<file path="config.mk">
export PLATFORM = sky130hd
export DESIGN_NAME = mdio_access_arbiter_flat
export DESIGN_NICKNAME = d
export VERILOG_FILES = /design/src/rtl/mdio_access_arbiter_if.sv /design/src/rtl/mdio_access_arbiter.sv /design/src/flat_wrapper.sv
export SDC_FILE = /design/constraint.sdc
export NUM_CORES = 1
export LEC_CHECK = 0
export BUFFER_PORTS_ARGS = -buffer_cell sky130_fd_sc_hd__buf_2
export CORE_MARGIN = 2
export CORE_UTILIZATION = 43
export DETAILED_ROUTE_END_ITERATION = 8
export MAX_ROUTING_LAYER = met4
export PLACE_DENSITY = 0.72
export RECOVER_POWER = 100
export SYNTH_ARGS = -nofsm -noshare
export SYNTH_HDL_FRONTEND = slang
export SYNTH_SLANG_ARGS = --single-unit
</file>
<file path="constraint.sdc">
create_clock -name clk -period 1.6 [get_ports clk]
set_input_delay 0.32 -clock clk [delete_from_list [all_inputs] [get_ports clk]]
set_output_delay 0.32 -clock clk [all_outputs]
set_load 0.02 [all_outputs]
</file>
<file path="src/rtl/mdio_access_arbiter_if.sv">
// Signal bundle between the two MDIO requesters, the access arbiter and the MDIO engine.
// The slave modport is the arbiter's view. The master modport is the surrounding environment.
interface mdio_access_arbiter_if;
   logic        req0_valid;
   logic        req0_wr;
   logic [4:0]  req0_phy;
   logic [4:0]  req0_reg;
   logic [15:0] req0_wdata;
   logic        req0_ready;
   logic        req0_done;
   logic        req0_err;
   logic [15:0] req0_rdata;

   logic        req1_valid;
   logic        req1_wr;
   logic [4:0]  req1_phy;
   logic [4:0]  req1_reg;
   logic [15:0] req1_wdata;
   logic        req1_ready;
   logic        req1_done;
   logic        req1_err;
   logic [15:0] req1_rdata;

   logic        mst_start;
   logic        mst_wr;
   logic [4:0]  mst_phy;
   logic [4:0]  mst_reg;
   logic [15:0] mst_wdata;
   logic        mst_busy;
   logic        mst_done;
   logic [15:0] mst_rdata;

   logic        arb_busy;
   logic        grant_id;

   modport slave (
      input  req0_valid, req0_wr, req0_phy, req0_reg, req0_wdata,
      input  req1_valid, req1_wr, req1_phy, req1_reg, req1_wdata,
      input  mst_busy, mst_done, mst_rdata,
      output req0_ready, req0_done, req0_err, req0_rdata,
      output req1_ready, req1_done, req1_err, req1_rdata,
      output mst_start, mst_wr, mst_phy, mst_reg, mst_wdata,
      output arb_busy, grant_id
   );

   modport master (
      output req0_valid, req0_wr, req0_phy, req0_reg, req0_wdata,
      output req1_valid, req1_wr, req1_phy, req1_reg, req1_wdata,
      output mst_busy, mst_done, mst_rdata,
      input  req0_ready, req0_done, req0_err, req0_rdata,
      input  req1_ready, req1_done, req1_err, req1_rdata,
      input  mst_start, mst_wr, mst_phy, mst_reg, mst_wdata,
      input  arb_busy, grant_id
   );
endinterface

</file>
<file path="src/rtl/mdio_access_arbiter.sv">
// Round-robin arbiter sharing one MDIO register-access engine between two requesters:
// launches one command at a time and returns read data or a timeout error to the winner.
//
// state | meaning
// IDLE  | waiting for a request while the engine is not busy
// ISSUE | start pulse to engine, ready pulse to winner, timeout counter cleared
// WAIT  | engine running, counting toward the timeout
// RESP  | done pulse with err/rdata to the winner
module mdio_access_arbiter #(
   parameter int unsigned TIMEOUT_CYC = 2_000_000
) (
   input logic                  clk,
   input logic                  rst,
   mdio_access_arbiter_if.slave bus
);
   localparam int unsigned      CNT_W  = $clog2(TIMEOUT_CYC);
   localparam logic [CNT_W-1:0] CNT_TC = CNT_W'(TIMEOUT_CYC - 1);

   typedef enum logic [1:0] {
      S_IDLE  = 2'd0,
      S_ISSUE = 2'd1,
      S_WAIT  = 2'd2,
      S_RESP  = 2'd3
   } state_t;

   state_t           state_q, state_d;
   logic             last_grant_q, last_grant_d;
   logic             grant_q, grant_d;
   logic [CNT_W-1:0] cnt_q, cnt_d;
   logic             wr_q, wr_d;
   logic [4:0]       phy_q, phy_d;
   logic [4:0]       reg_q, reg_d;
   logic [15:0]      wdata_q, wdata_d;
   logic             start_q, start_d;
   logic [1:0]       ready_q, ready_d;
   logic [1:0]       done_q, done_d;
   logic [1:0]       err_q, err_d;
   logic [15:0]      rdata0_q, rdata0_d;
   logic [15:0]      rdata1_q, rdata1_d;
   logic             busy_q, busy_d;

   logic             winner;
   logic             launch;
   logic             timeout_hit;
   logic             finish;
   logic [15:0]      rsp_rdata;

   // With both pending, the requester that did not win last time goes next.
   assign winner      = (bus.req0_valid && bus.req1_valid) ? ~last_grant_q : bus.req1_valid;
   assign launch      = (state_q == S_IDLE) && !bus.mst_busy && (bus.req0_valid || bus.req1_valid);
   assign timeout_hit = (cnt_q == CNT_TC);
   assign finish      = (state_q == S_WAIT) && (bus.mst_done || timeout_hit);
   assign rsp_rdata   = (bus.mst_done && !wr_q) ? bus.mst_rdata : 16'h0000;

   always_ff @(posedge clk) begin
      if (rst) begin
         state_q      <= S_IDLE;
         last_grant_q <= 1'b1;
         grant_q      <= 1'b0;
         cnt_q        <= '0;
         wr_q         <= 1'b0;
         phy_q        <= 5'd0;
         reg_q        <= 5'd0;
         wdata_q      <= 16'h0000;
         start_q      <= 1'b0;
         ready_q      <= 2'b00;
         done_q       <= 2'b00;
         err_q        <= 2'b00;
         rdata0_q     <= 16'h0000;
         rdata1_q     <= 16'h0000;
         busy_q       <= 1'b0;
      end else begin
         state_q      <= state_d;
         last_grant_q <= last_grant_d;
         grant_q      <= grant_d;
         cnt_q        <= cnt_d;
         wr_q         <= wr_d;
         phy_q        <= phy_d;
         reg_q        <= reg_d;
         wdata_q      <= wdata_d;
         start_q      <= start_d;
         ready_q      <= ready_d;
         done_q       <= done_d;
         err_q        <= err_d;
         rdata0_q     <= rdata0_d;
         rdata1_q     <= rdata1_d;
         busy_q       <= busy_d;
      end
   end

   always_comb begin
      state_d = state_q;
      case (state_q)
         S_IDLE:  if (launch) state_d = S_ISSUE;
         S_ISSUE: state_d = S_WAIT;
         S_WAIT:  if (finish) state_d = S_RESP;
         S_RESP:  state_d = S_IDLE;
         default: state_d = S_IDLE;
      endcase
   end

   always_comb begin
      last_grant_d = last_grant_q;
      grant_d      = grant_q;
      cnt_d        = cnt_q;
      wr_d         = wr_q;
      phy_d        = phy_q;
      reg_d        = reg_q;
      wdata_d      = wdata_q;
      start_d      = 1'b0;
      ready_d      = 2'b00;
      done_d       = 2'b00;
      err_d        = 2'b00;
      rdata0_d     = rdata0_q;
      rdata1_d     = rdata1_q;
      busy_d       = (state_d != S_IDLE);

      case (state_q)
         S_IDLE: begin
            if (launch) begin
               last_grant_d    = winner;
               grant_d         = winner;
               wr_d            = winner ? bus.req1_wr    : bus.req0_wr;
               phy_d           = winner ? bus.req1_phy   : bus.req0_phy;
               reg_d           = winner ? bus.req1_reg   : bus.req0_reg;
               wdata_d         = winner ? bus.req1_wdata : bus.req0_wdata;
               start_d         = 1'b1;
               ready_d[winner] = 1'b1;
            end
         end
         S_ISSUE: cnt_d = '0;
         S_WAIT: begin
            cnt_d = cnt_q + 1'b1;
            // Engine completion takes priority over a coincident terminal count.
            if (finish) begin
               done_d[grant_q] = 1'b1;
               err_d[grant_q]  = !bus.mst_done;
               if (grant_q) rdata1_d = rsp_rdata;
               else         rdata0_d = rsp_rdata;
            end
         end
         default: ;
      endcase
   end

   assign bus.req0_ready = ready_q[0];
   assign bus.req1_ready = ready_q[1];
   assign bus.req0_done  = done_q[0];
   assign bus.req1_done  = done_q[1];
   assign bus.req0_err   = err_q[0];
   assign bus.req1_err   = err_q[1];
   assign bus.req0_rdata = rdata0_q;
   assign bus.req1_rdata = rdata1_q;
   assign bus.mst_start  = start_q;
   assign bus.mst_wr     = wr_q;
   assign bus.mst_phy    = phy_q;
   assign bus.mst_reg    = reg_q;
   assign bus.mst_wdata  = wdata_q;
   assign bus.arb_busy   = busy_q;
   assign bus.grant_id   = grant_q;
endmodule

</file>
<file path="src/flat_wrapper.sv">
// flat-port wrapper written by rule: the top's interface ports become plain ports
module mdio_access_arbiter_flat 
#(
   parameter int unsigned TIMEOUT_CYC = 2_000_000
)
  (clk, rst, bus_req0_valid, bus_req0_wr, bus_req0_phy, bus_req0_reg, bus_req0_wdata, bus_req1_valid, bus_req1_wr, bus_req1_phy, bus_req1_reg, bus_req1_wdata, bus_mst_busy, bus_mst_done, bus_mst_rdata, bus_req0_ready, bus_req0_done, bus_req0_err, bus_req0_rdata, bus_req1_ready, bus_req1_done, bus_req1_err, bus_req1_rdata, bus_mst_start, bus_mst_wr, bus_mst_phy, bus_mst_reg, bus_mst_wdata, bus_arb_busy, bus_grant_id);
  mdio_access_arbiter_if bus_i ();
  input logic clk;
  input logic rst;
  input wire logic [$bits(bus_i.req0_valid)-1:0] bus_req0_valid;
  input wire logic [$bits(bus_i.req0_wr)-1:0] bus_req0_wr;
  input wire logic [$bits(bus_i.req0_phy)-1:0] bus_req0_phy;
  input wire logic [$bits(bus_i.req0_reg)-1:0] bus_req0_reg;
  input wire logic [$bits(bus_i.req0_wdata)-1:0] bus_req0_wdata;
  input wire logic [$bits(bus_i.req1_valid)-1:0] bus_req1_valid;
  input wire logic [$bits(bus_i.req1_wr)-1:0] bus_req1_wr;
  input wire logic [$bits(bus_i.req1_phy)-1:0] bus_req1_phy;
  input wire logic [$bits(bus_i.req1_reg)-1:0] bus_req1_reg;
  input wire logic [$bits(bus_i.req1_wdata)-1:0] bus_req1_wdata;
  input wire logic [$bits(bus_i.mst_busy)-1:0] bus_mst_busy;
  input wire logic [$bits(bus_i.mst_done)-1:0] bus_mst_done;
  input wire logic [$bits(bus_i.mst_rdata)-1:0] bus_mst_rdata;
  output wire logic [$bits(bus_i.req0_ready)-1:0] bus_req0_ready;
  output wire logic [$bits(bus_i.req0_done)-1:0] bus_req0_done;
  output wire logic [$bits(bus_i.req0_err)-1:0] bus_req0_err;
  output wire logic [$bits(bus_i.req0_rdata)-1:0] bus_req0_rdata;
  output wire logic [$bits(bus_i.req1_ready)-1:0] bus_req1_ready;
  output wire logic [$bits(bus_i.req1_done)-1:0] bus_req1_done;
  output wire logic [$bits(bus_i.req1_err)-1:0] bus_req1_err;
  output wire logic [$bits(bus_i.req1_rdata)-1:0] bus_req1_rdata;
  output wire logic [$bits(bus_i.mst_start)-1:0] bus_mst_start;
  output wire logic [$bits(bus_i.mst_wr)-1:0] bus_mst_wr;
  output wire logic [$bits(bus_i.mst_phy)-1:0] bus_mst_phy;
  output wire logic [$bits(bus_i.mst_reg)-1:0] bus_mst_reg;
  output wire logic [$bits(bus_i.mst_wdata)-1:0] bus_mst_wdata;
  output wire logic [$bits(bus_i.arb_busy)-1:0] bus_arb_busy;
  output wire logic [$bits(bus_i.grant_id)-1:0] bus_grant_id;
  assign bus_i.req0_valid = bus_req0_valid;
  assign bus_i.req0_wr = bus_req0_wr;
  assign bus_i.req0_phy = bus_req0_phy;
  assign bus_i.req0_reg = bus_req0_reg;
  assign bus_i.req0_wdata = bus_req0_wdata;
  assign bus_i.req1_valid = bus_req1_valid;
  assign bus_i.req1_wr = bus_req1_wr;
  assign bus_i.req1_phy = bus_req1_phy;
  assign bus_i.req1_reg = bus_req1_reg;
  assign bus_i.req1_wdata = bus_req1_wdata;
  assign bus_i.mst_busy = bus_mst_busy;
  assign bus_i.mst_done = bus_mst_done;
  assign bus_i.mst_rdata = bus_mst_rdata;
  assign bus_req0_ready = bus_i.req0_ready;
  assign bus_req0_done = bus_i.req0_done;
  assign bus_req0_err = bus_i.req0_err;
  assign bus_req0_rdata = bus_i.req0_rdata;
  assign bus_req1_ready = bus_i.req1_ready;
  assign bus_req1_done = bus_i.req1_done;
  assign bus_req1_err = bus_i.req1_err;
  assign bus_req1_rdata = bus_i.req1_rdata;
  assign bus_mst_start = bus_i.mst_start;
  assign bus_mst_wr = bus_i.mst_wr;
  assign bus_mst_phy = bus_i.mst_phy;
  assign bus_mst_reg = bus_i.mst_reg;
  assign bus_mst_wdata = bus_i.mst_wdata;
  assign bus_arb_busy = bus_i.arb_busy;
  assign bus_grant_id = bus_i.grant_id;
  mdio_access_arbiter #(.TIMEOUT_CYC(TIMEOUT_CYC)) u_core (.clk(clk), .rst(rst), .bus(bus_i));
endmodule
</file>
==> results.py, run 1 <==
metrics = {
    "synthesis": {
        "synth_ff_type": "dfxtp_1",
        "yosys_warnings": 0,
        "synthCells": 349,
        "yosysTopAreaCell": "dfxtp_1",
        "synth_area_sq_um": 3641,
        "synth-seq-cells": 92,
        "synth_nets": 429,
        "synthTopCellsByArea": "dfxtp_1, a22o_1, mux2i_1, a211oi_1, nor2_1",
        "ys_types": 45,
        "yosysTopAreaCellShare_pct": 50.58,
        "synth.avg_cell_area_sq_um": 10.43,
        "yosysSeqAreaShare_pct": 50.58,
        "ys_async_sr_fraction_pct": 0,
        "synth-edff-count": 0,
    },
    "sta": {
        "finalSetupViolCount": 37,
        "post-route-period-util_pct": 104.2,
        "hold_viol": 0,
        "drv_slew": 0,
        "min_period_ps": 1667,
        "fmax_mhz": 600.0,
        "rsz0062_at_grt": "true",
        "max-slew-margin-rel_pct": 74.65,
        "worst_slack_ps": -66.62,
        "fin_worst_skew_ps": 13.43,
        "fin_tns_setup_ps": -1430,
        "worstMarginPinSlew_ps": 380.3,
    },
    "floorplanning": {
        "num_rows": 33,
        "core_sq_um": 8217,
        "io_pins": 144,
        "start_util_pct": 44.31,
        "die_w_microns": 96.02,
        "die_y_microns": 96.02,
        "dieArea_sq_um": 9220,
    },
    "global_routing": {
        "grt_pass1_wl_mm": 13.37,
        "antenna_found_initial": 0,
        "grt_start_max_net_pins": 55,
        "grt_pass1_vias": 2934,
        "grt_overflow": 0,
        "grt_use_total_pct": 19.22,
    },
    "finish": {
        "drive_above_1_share_pct": 33.40,
        "final_common_cell": "dfxtp_1",
        "nNetsFinal": 614,
        "largest_register_ffs": 21,
        "antennaDiodeCount": 0,
        "largest-register": "u_core.cnt_q",
        "area_delta_synth_final_pct": 40.52,
        "most-common-layout-cells": "dfxtp_1, buf_2, clkbuf_1",
        "fill_cells": 681,
        "stdcell_area_sq_um": 5116,
    },
    "clocking": {
        "cts_hold_buf": 0,
        "cts-root-buf": "clkbuf_8",
        "cts_buffer_depth": 2,
        "cts_tree": "built",
        "clk_latency_ps": 370,
        "h-tree-depth": 3,
        "cts_buffers": 9,
        "cts.clk_slew.worst_paths_ps": 110,
        "clock-sinks": 92,
    },
    "outcome": {
        "status": "complete, but fails checks",
        "violations": "setup timing",
    },
    "setup_path": {
        "worst_setup_path_end_kind": "flop",
        "cp.arrival_ps": 1920,
        "r2r-end": "u_core.bus.req0_rdata[1]",
        "slowest_delay_ps": 350,
        "cp_cell_sequence": "nor4b_4 -> nand4_2 -> o21bai_4 -> buf_4 -> a31oi_4 -> a22o_1",
        "crit_required_ps": 1860,
        "startpoint_type": "flop",
        "crit_type": "reg2reg",
        "slowest_stage": "dfxtp_2",
        "worstPathMaxFanout": 8,
        "r2r_cells": 6,
        "r2r_start": "u_core.cnt_q[11]",
        "r2r_setup_slack_ps": -70,
    },
    "place": {
        "dp_hpwl_mm": 6.378,
        "io_buffers": 143,
        "gp_congestion": 0.7596,
        "placed_area_sq_um": 4791,
    },
    "routing": {
        "routedWlPerCell_microns": 14.14,
        "via_per_inst": 5.043,
        "drt_iter0_drc": 85,
        "drc": 0,
        "wl_mm": 9.103,
        "ant_nets": 0,
        "drt-pass1-iter-count": 4,
        "vias": 3248,
    },
    "run": {
        "cap_violations": 0,
    },
    "pwr": {
        "powerDensity_nw_per_um2": 1213,
        "leakage_nw": 2.070,
        "peakVddDrop_uv": 711.8,
    },
    "min_path": {
        "min_path_type": "in2reg",
        "holdPathEnd": "u_core.bus.req1_rdata[14]",
        "hp-start": "bus_mst_rdata[14]",
        "hold_depth": 2,
    },
}
## per-stage QoR
stage / hold slack (ps) / utilization, % / std cells / total power [W] / setup WS [ps]
after CTS: 158.8 / 61.87 / 638 / 0.006317 / -71.43
after detailed placement: 452.5 / 58.31 / 616 / 0.004711 / -117.0
after floorplan: 397.3 / - / 349 / 0.003960 / -52.68
after global routing: 154.1 / 62.27 / 644 / 0.006554 / -131.4
after global placement: 451.1 / 58.31 / 616 / 0.004667 / -33.09
final: 176.5 / 62.27 / 644 / 0.006207 / -66.62
## routing by layer
metal	up-vias	wire length (microns)	global-route usage (%)
met1	1457	4064	23.47
met4	0	95	6.429
li1	1645	-	-
met3	8	725	5.717
met5	-	0	-
met2	138	4218	30.38
## cell type report
type	instances	area, sq um	area share [%]
clock buffers	9	123.9	2.421
clock inverters	7	76.32	1.492
inverters	6	22.52	0.4402
multi-input cells	233	1852	36.19
flip-flops and latches	92	1853	36.22
well taps	105	131.4	2.568
repair buffers	192	1057	20.67
## critical path, delay by kind of cell, from the launching register on
kind / cells / cell delay (ps)
AO/OA/AOI/OAI: 3 / 560
AND/OR/NAND/NOR: 2 / 510
flip-flops: 1 / 350
buffers and inverters: 1 / 140
## power breakdown
part	internal, W	leakage [nW]	total (W)	switching (W)
combinational	0.000769	1.22	0.00193	0.00116
clock	0.000621	0.103	0.00156	0.000934
sequential	0.00257	0.752	0.00272	0.000155
## logic make-up (layout without fill, tap and decap cells)
| kind of cell | Yosys count | in the layout | share of synthesized area (%) |
|---|---|---|---|
| xor gates and xnor gates | 18 | 18 | 4.330 |
| buffers and inverters | 26 | 214 | 3.436 |
| DFF | 92 | 92 | 50.58 |
| muxes | 27 | 27 | 7.423 |
| and+or+nand+nor | 106 | 106 | 15.43 |
| AOI/OAI and AO/OA | 76 | 78 | 17.42 |
| adders and majority gates | 4 | 4 | 1.375 |
## synthesized netlist by cell type (2+ instances only)
| master | instances |
|---|---|
| buf_1 | 3 |
| mux2i_1 | 27 |
| clkbuf_1 | 9 |
| xor2_1 | 14 |
| and3_1 | 3 |
| nor3_4 | 2 |
| a21oi_1 | 6 |
| buf_2 | 4 |
| and4_1 | 2 |
| and2_1 | 2 |
| nand3_1 | 9 |
| xnor2_1 | 4 |
| nor2_1 | 53 |
| nor3_1 | 2 |
| buf_6 | 2 |
| buf_4 | 2 |
| a31oi_4 | 2 |
| nand2_1 | 12 |
| or2_1 | 2 |
| nand4_1 | 7 |
| inv_1 | 6 |
| a22o_1 | 31 |
| dfxtp_1 | 92 |
| ha_1 | 4 |
| a211oi_1 | 27 |
| or3_1 | 2 |
| o21ai_0 | 2 |
## worst max-delay path by stage
stage,from,end,slack (ps),cells after the start
6_report,u_core.cnt_q[11],u_core.bus.req0_rdata[1],-70,6
5_1_grt,u_core.cnt_q[11],u_core.bus.req0_rdata[1],-130,6
4_1_cts,u_core.cnt_q[1],u_core.bus.req1_rdata[12],-70,7
3_5_place_dp,u_core.cnt_q[7],u_core.bus.req1_rdata[12],-120,5
3_3_place_gp,u_core.cnt_q[7],u_core.bus.req1_rdata[12],-30,5
2_1_floorplan,u_core.cnt_q[1],u_core.bus.req1_rdata[10],-50,7
## repair_timing
action,4_1_cts,5_1_grt
endpoints found under the setup margin,36,48
hold endpoints to repair,0,0
resized for setup,8,21
pin swaps,8,20
cloned,1,1
setup buffers,5,5
Note: power is estimated with default switching activity, not from simulation.
==> run 2, diff against run 1 <==
--- a/config.mk
+++ b/config.mk
@@ -7,10 +7,11 @@
 export LEC_CHECK = 0
 export BUFFER_PORTS_ARGS = -buffer_cell sky130_fd_sc_hd__buf_2
 export CORE_MARGIN = 2
-export CORE_UTILIZATION = 43
+export CORE_UTILIZATION = 45
+export CTS_BUF_LIST = sky130_fd_sc_hd__clkbuf_8
 export DETAILED_ROUTE_END_ITERATION = 8
 export MAX_ROUTING_LAYER = met4
-export PLACE_DENSITY = 0.72
+export PLACE_DENSITY = 0.75
 export RECOVER_POWER = 100
 export SYNTH_ARGS = -nofsm -noshare
 export SYNTH_HDL_FRONTEND = slang
==> run 2 against run 1 <==
Net effect: the flow still finishes with violations (setup timing); sequential share of layout area decreased by 0.19 points; non-clock buffer count increased by 1; utilization increased by 3.9 points; via count increased by 2.6%; clock power increased by 7%; cell count decreased by 0.31%; clock skew decreased by 2.7 ps; sequential power about the same; combinational power increased by 3%; die area decreased by 4.3%; worst hold slack improved by 11 ps; critical endpoint is now u_core.bus.req0_rdata[5]; highest routed layer unchanged.
==> results.py, run 2 (same netlist as run 1, synthesis figures left out) <==
metrics = {
    "outcome": {
        "violations": "setup timing",
        "status": "complete, but fails checks",
    },
    "clocking": {
        "cts_hold_buf": 0,
        "cts_buffer_depth": 2,
        "cts_buffers": 9,
        "cts.clk_slew.worst_paths_ps": 100,
        "clk_latency_ps": 360,
        "h-tree-depth": 3,
        "clock-sinks": 92,
        "cts-root-buf": "clkbuf_8",
        "cts_tree": "built",
    },
    "setup_path": {
        "crit_type": "reg2reg",
        "worstPathMaxFanout": 8,
        "r2r_start": "u_core.cnt_q[1]",
        "crit_required_ps": 1860,
        "r2r_setup_slack_ps": -80,
        "startpoint_type": "flop",
        "r2r_cells": 7,
        "r2r-end": "u_core.bus.req0_rdata[5]",
        "worst_setup_path_end_kind": "flop",
        "cp.arrival_ps": 1930,
    },
    "finish": {
        "drive_above_1_share_pct": 34.81,
        "final_common_cell": "dfxtp_1",
        "largest_register_ffs": 21,
        "antennaDiodeCount": 0,
        "area_delta_synth_final_pct": 41.07,
        "most-common-layout-cells": "dfxtp_1, buf_2, clkbuf_1",
        "stdcell_area_sq_um": 5136,
        "largest-register": "u_core.cnt_q",
        "nNetsFinal": 615,
    },
    "place": {
        "placed_area_sq_um": 4770,
        "dp_hpwl_mm": 6.583,
        "io_buffers": 143,
        "dpl_worst_slack_ps": -116.7,
        "gp_congestion": 0.7935,
    },
    "global_routing": {
        "grt_use_total_pct": 21.74,
        "antenna_found_initial": 0,
        "grt_pass1_vias": 3213,
        "grt_pass1_wl_mm": 14.73,
        "grt_overflow": 0,
        "grt_start_max_net_pins": 47,
    },
    "sta": {
        "post-route-period-util_pct": 104.8,
        "hold_viol": 0,
        "finalSetupViolCount": 34,
        "min_period_ps": 1677,
        "whs_ps": 187.6,
        "rsz0062_at_grt": "true",
        "worst_slack_ps": -76.74,
        "drv_slew": 0,
        "fmax_mhz": 596.4,
        "max-slew-margin-rel_pct": 74.67,
        "worstMarginPinSlew_ps": 379.9,
        "fin_worst_skew_ps": 10.74,
    },
    "routing": {
        "drt_iter0_drc": 81,
        "drt-pass1-iter-count": 4,
        "via_per_inst": 5.193,
        "vias": 3334,
        "routedWlPerCell_microns": 14.55,
        "drc": 0,
        "wl_mm": 9.338,
        "ant_nets": 0,
    },
    "floorplanning": {
        "start_util_pct": 46.87,
        "num_rows": 32,
        "dieArea_sq_um": 8827,
        "io_pins": 144,
        "die_w_microns": 93.95,
        "die_y_microns": 93.95,
        "core_sq_um": 7767,
    },
    "pwr": {
        "powerDensity_nw_per_um2": 1240,
        "leakage_nw": 2.064,
        "peakVddDrop_uv": 586.4,
    },
    "min_path": {
        "hp-start": "bus_mst_rdata[8]",
        "hold_depth": 2,
        "holdPathEnd": "u_core.bus.req1_rdata[8]",
        "min_path_type": "in2reg",
    },
    "run": {
        "cap_violations": 0,
    },
}
run 2: changes by cell type in the layout (fill, tap and decap cells not counted), moves of 2 or more:
cell,delta
nor2_1,-2
inv_8,-2
clkbuf_4,+2
nor2_2,+2
run 2: how the worst max path moves through the flow:
stage	startpoint	to	depth (start not counted)
after floorplan	u_core.cnt_q[1]	u_core.bus.req1_rdata[10]	7
after global placement	u_core.cnt_q[1]	u_core.bus.req1_rdata[12]	6
after detailed placement	u_core.cnt_q[1]	u_core.bus.req0_rdata[0]	6
after CTS	u_core.cnt_q[0]	u_core.bus.req0_rdata[0]	7
after global routing	u_core.cnt_q[1]	u_core.bus.req0_rdata[5]	7
final	u_core.cnt_q[1]	u_core.bus.req0_rdata[5]	7
run 2: through the flow:
step	TNS [ps]	utilization (%)	power [W]	cells
2_1_floorplan	-919.4	-	0.003960	349
3_3_place_gp	-148.0	61.40	0.004629	614
3_5_place_dp	-2928	61.40	0.004677	614
4_1_cts	-1254	65.67	0.006426	636
5_1_grt	-4674	66.12	0.006739	642
6_report	-1251	66.12	0.006368	642
run 2: layout make-up:
cell class | instances | area [sq um]
Fill cell | 656 | 2631
Multi-Input combinational cell | 233 | 1866
Tap cell | 102 | 127.6
Sequential cell | 92 | 1851
Timing Repair Buffer | 193 | 1054
Inverter | 6 | 22.52
Clock buffer | 9 | 123.9
Clock inverter | 7 | 92.59
run 2: power by group:
| part | internal [W] | leakage, nW | switching (W) |
|---|---|---|---|
| Sequential | 0.00257 | 0.752 | 0.000156 |
| Combinational | 0.000800 | 1.20 | 0.00118 |
| Clock | 0.000763 | 0.109 | 0.000903 |
run 2: critical path, stage by stage (launching register included):
cell and delay [ps]:
dfxtp_2 360, ha_4 140, nand4_1 110, or2_4 300
o21bai_4 130, buf_12 150, a31oi_4 140, a22o_1 250
run 2: layer usage:
layer / up-vias / wire length (microns) / global-route usage (%)
li1: 1638 / - / -
met1: 1544 / 3904 / 25.59
met2: 143 / 4575 / 35.89
met3: 9 / 725 / 5.778
met4: 0 / 132 / 7.850
met5: - / 0 / -
run 2: repair_timing:
action | in CTS | in global routing
gates cloned | 2 | 0
pin swaps | 17 | 29
gates resized for setup | 9 | 25
setup endpoints to repair | 38 | 55
setup buffers | 4 | 6
==> run 3, diff against run 2 <==
--- a/config.mk
+++ b/config.mk
@@ -5,13 +5,14 @@
 export SDC_FILE = /design/constraint.sdc
 export NUM_CORES = 1
 export LEC_CHECK = 0
+export ABC_AREA = 1
 export BUFFER_PORTS_ARGS = -buffer_cell sky130_fd_sc_hd__buf_2
 export CORE_MARGIN = 2
 export CORE_UTILIZATION = 45
 export CTS_BUF_LIST = sky130_fd_sc_hd__clkbuf_8
 export DETAILED_ROUTE_END_ITERATION = 8
 export MAX_ROUTING_LAYER = met4
-export PLACE_DENSITY = 0.75
+export PLACE_DENSITY = 0.73
 export RECOVER_POWER = 100
 export SYNTH_ARGS = -nofsm -noshare
 export SYNTH_HDL_FRONTEND = slang
==> run 3 against run 2 <==
Net effect: the run still ends with setup timing left; via count increased by 32%; critical path depth increased by 4; die area increased by 12%; clock power decreased by 7%; routed wire length increased by 21%; largest power group unchanged; sequential share of layout area decreased by 2.3 points; non-clock buffer count decreased by 11; maximum frequency increased by 4.2%; worst hold slack got worse by 35 ps.
==> results.py, run 3 <==
metrics = {
    "synthesis": {
        "synth_most_common_cell": "nand2_1",
        "yosysSeqAreaShare_pct": 44.96,
        "yosysTopAreaCellShare_pct": 44.96,
        "yosysTopAreaCell": "dfxtp_1",
        "synth_ff_type": "dfxtp_1",
        "synth.avg_cell_area_sq_um": 6.771,
        "synth-seq-cells": 92,
        "ys_types": 30,
        "yosys_warnings": 0,
        "synth_commonest_cells": "nand2_1, inv_1, dfxtp_1",
        "synthTopCellsByArea": "dfxtp_1, nand2_1, inv_1, nor2_1, nand3_1",
        "ys_async_sr_fraction_pct": 0,
        "synth_nets": 685,
        "synth-edff-count": 0,
        "synthCells": 605,
        "synth_area_sq_um": 4096,
    },
    "place": {
        "gp_congestion": 0.8898,
        "dpl_worst_slack_ps": -199.4,
        "io_buffers": 143,
        "placed_cells": 859,
        "dp_hpwl_mm": 7.651,
    },
    "pwr": {
        "pwr-share-comb_pct": 34.9,
        "switching_share_pct": 36.92,
        "internal_power_w": 0.004169,
        "peakVddDrop_uv": 659.4,
        "power_frac_seq_pct": 41.4,
        "pwr-share-clk_pct": 23.6,
        "switchingPower_w": 0.002440,
        "leakage_nw": 2.582,
        "powerDensity_nw_per_um2": 1202,
    },
    "global_routing": {
        "grt_pass1_vias": 3989,
        "met1_usage_pct": 26.85,
        "antenna_found_initial": 0,
        "grt.busiest_layer": "met2",
        "grt_start_max_net_pins": 33,
        "grt_use_total_pct": 22.24,
        "grt_pass1_wl_mm": 17.48,
        "met3_usage_pct": 3.654,
        "use_met2_pct": 37.53,
        "grt_overflow": 0,
    },
    "clocking": {
        "h-tree-depth": 3,
        "clock-sinks": 92,
        "clk_latency_ps": 360,
        "cts_buffer_depth": 2,
        "cts-root-buf": "clkbuf_8",
        "cts.clk_slew.worst_paths_ps": 90,
        "cts_tree": "built",
        "cts_buffers": 9,
    },
    "routing": {
        "drc": 0,
        "ant_nets": 0,
        "routedWlPerCell_microns": 12.64,
        "via_per_inst": 4.923,
        "vias": 4406,
        "drt-pass1-iter-count": 5,
        "drt_iter0_drc": 232,
        "wl_mm": 11.31,
    },
    "sta": {
        "post-route-period-util_pct": 100.5,
        "max-slew-margin-rel_pct": 53.82,
        "fmax_mhz": 621.7,
        "worstMarginPinSlew_ps": 691.9,
        "fin_tns_setup_ps": -8.599,
        "worst_slack_ps": -8.599,
        "hold_viol": 0,
        "whs_ps": 153.0,
        "drv_slew": 0,
        "fin_worst_skew_ps": 9.547,
        "finalSetupViolCount": 1,
        "rsz0062_at_grt": "true",
        "min_period_ps": 1609,
    },
    "setup_path": {
        "worstPathMaxFanout": 6,
        "worst_setup_path_end_kind": "flop",
        "crit_required_ps": 1870,
        "crit_type": "reg2reg",
        "cp.arrival_ps": 1880,
        "slowest_stage": "dfxtp_4",
        "startpoint_type": "flop",
        "cp_cell_sequence": "inv_2 -> nor2_1 -> nand2_1 -> nor2_2 -> nand3_4 -> nand2_8 -> buf_4 -> buf_4 -> nand4_1 -> nand2_1 -> nor2_1",
        "cpLargestDelayFamily": "simple AND/OR/NAND/NOR gates",
        "slowest_delay_ps": 380,
        "path_buf_inv": 3,
    },
    "run": {
        "cap_violations": 0,
    },
    "finish": {
        "fin_util_pct": 62.76,
        "nNetsFinal": 862,
        "antennaDiodeCount": 0,
        "final_common_cell": "nand2_1",
        "drive_above_1_share_pct": 22.49,
        "largest_register_ffs": 21,
        "area_delta_synth_final_pct": 34.27,
        "stdcell_count": 895,
        "largest-register": "u_core.cnt_q",
        "most-common-layout-cells": "nand2_1, inv_1, dfxtp_1",
    },
    "floorplanning": {
        "die_y_microns": 99.41,
        "dieArea_sq_um": 9882,
        "num_rows": 34,
        "start_util_pct": 46.74,
        "io_pins": 144,
        "die_w_microns": 99.41,
        "core_sq_um": 8763,
    },
    "outcome": {
        "violations": "setup timing",
        "status": "complete, but fails checks",
    },
    "min_path": {
        "min_path_type": "in2reg",
    },
}
-- run 3: changes by cell type in the layout (fill, tap and decap cells not counted), moves of 20 or more --
cell and change:
inv_1 +88, nand2_1 +177, a211oi_1 -26, nand3_1 +26
nor2_1 +20, a22o_1 -31, mux2i_1 -27
-- run 3: routing by layer --
metal	up-vias	wire length, microns	share of wire [%]
li1	2223	-	-
met1	1953	4715	42
met2	204	5485	48
met3	26	834	7.4
met4	0	276	2.4
met5	-	0	0
-- run 3: area by class of cell --
class / instances / area [sq um]
Fill cell: 802 / 3263
Multi-Input combinational cell: 401 / 1977
Sequential cell: 92 / 1853
Timing Repair Buffer: 182 / 974.7
Inverter: 95 / 360.3
Clock buffer: 10 / 137.6
Tap cell: 108 / 135.1
Clock inverter: 6 / 55.05
Timing Repair inverter: 1 / 7.507
-- run 3: final timing paths --
kind | to | slack [ps] | startpoint | cells after the start
setup / recovery | u_core.bus.req1_rdata[14] | -9 | u_core.cnt_q[10] | 11
hold / removal | u_core.bus.mst_wdata[0] | 150 | bus_req0_wdata[0] | 3
setup reg to reg | u_core.bus.req1_rdata[14] | -9 | u_core.cnt_q[10] | 11
hold reg to reg | u_core.bus.mst_phy[3] | 470 | u_core.bus.mst_phy[3] | 2
-- run 3: kinds of logic after synthesis --
logic type / count (synthesis) / share of synthesized area (%)
flops: 92 / 44.96
simple gates: 342 / 35.25
fa+ha+maj: 4 / 1.222
buf+inv: 119 / 12.28
compound gates: 48 / 6.292
-- run 3: power by group through the flow --
stage,logic (W),clock network (W),registers (W)
6_report,0.00231,0.00156,0.00274
5_1_grt,0.00254,0.00168,0.00277
4_1_cts,0.00220,0.00159,0.00272
3_5_place_dp,0.00207,0,0.00277
3_3_place_gp,0.00203,0,0.00276
2_1_floorplan,0.000983,0,0.00308
-- run 3: worst reg2reg max path: stages, from the launching register on --
cell and delay (ps):
dfxtp_4 380, inv_2 40, nor2_1 70, nand2_1 90, nor2_2 150, nand3_4 160, nand2_8 170, buf_4 130
buf_4 100, nand4_1 100, nand2_1 90, nor2_1 40
-- run 3: timing repair --
item,4_1_cts,5_1_grt
resized for setup,11,41
setup buffers,4,8
cloned,2,6
hold buffers,0,0
pin swaps,8,19
setup endpoints to repair,48,73
-- run 3: through the flow --
step	total power (W)	instance area (sq um)
global route	0.006998	5500
detailed placement	0.004837	5061
floorplan	0.004066	4104
global placement	0.004795	5061
CTS	0.006508	5350
finish	0.006609	5500
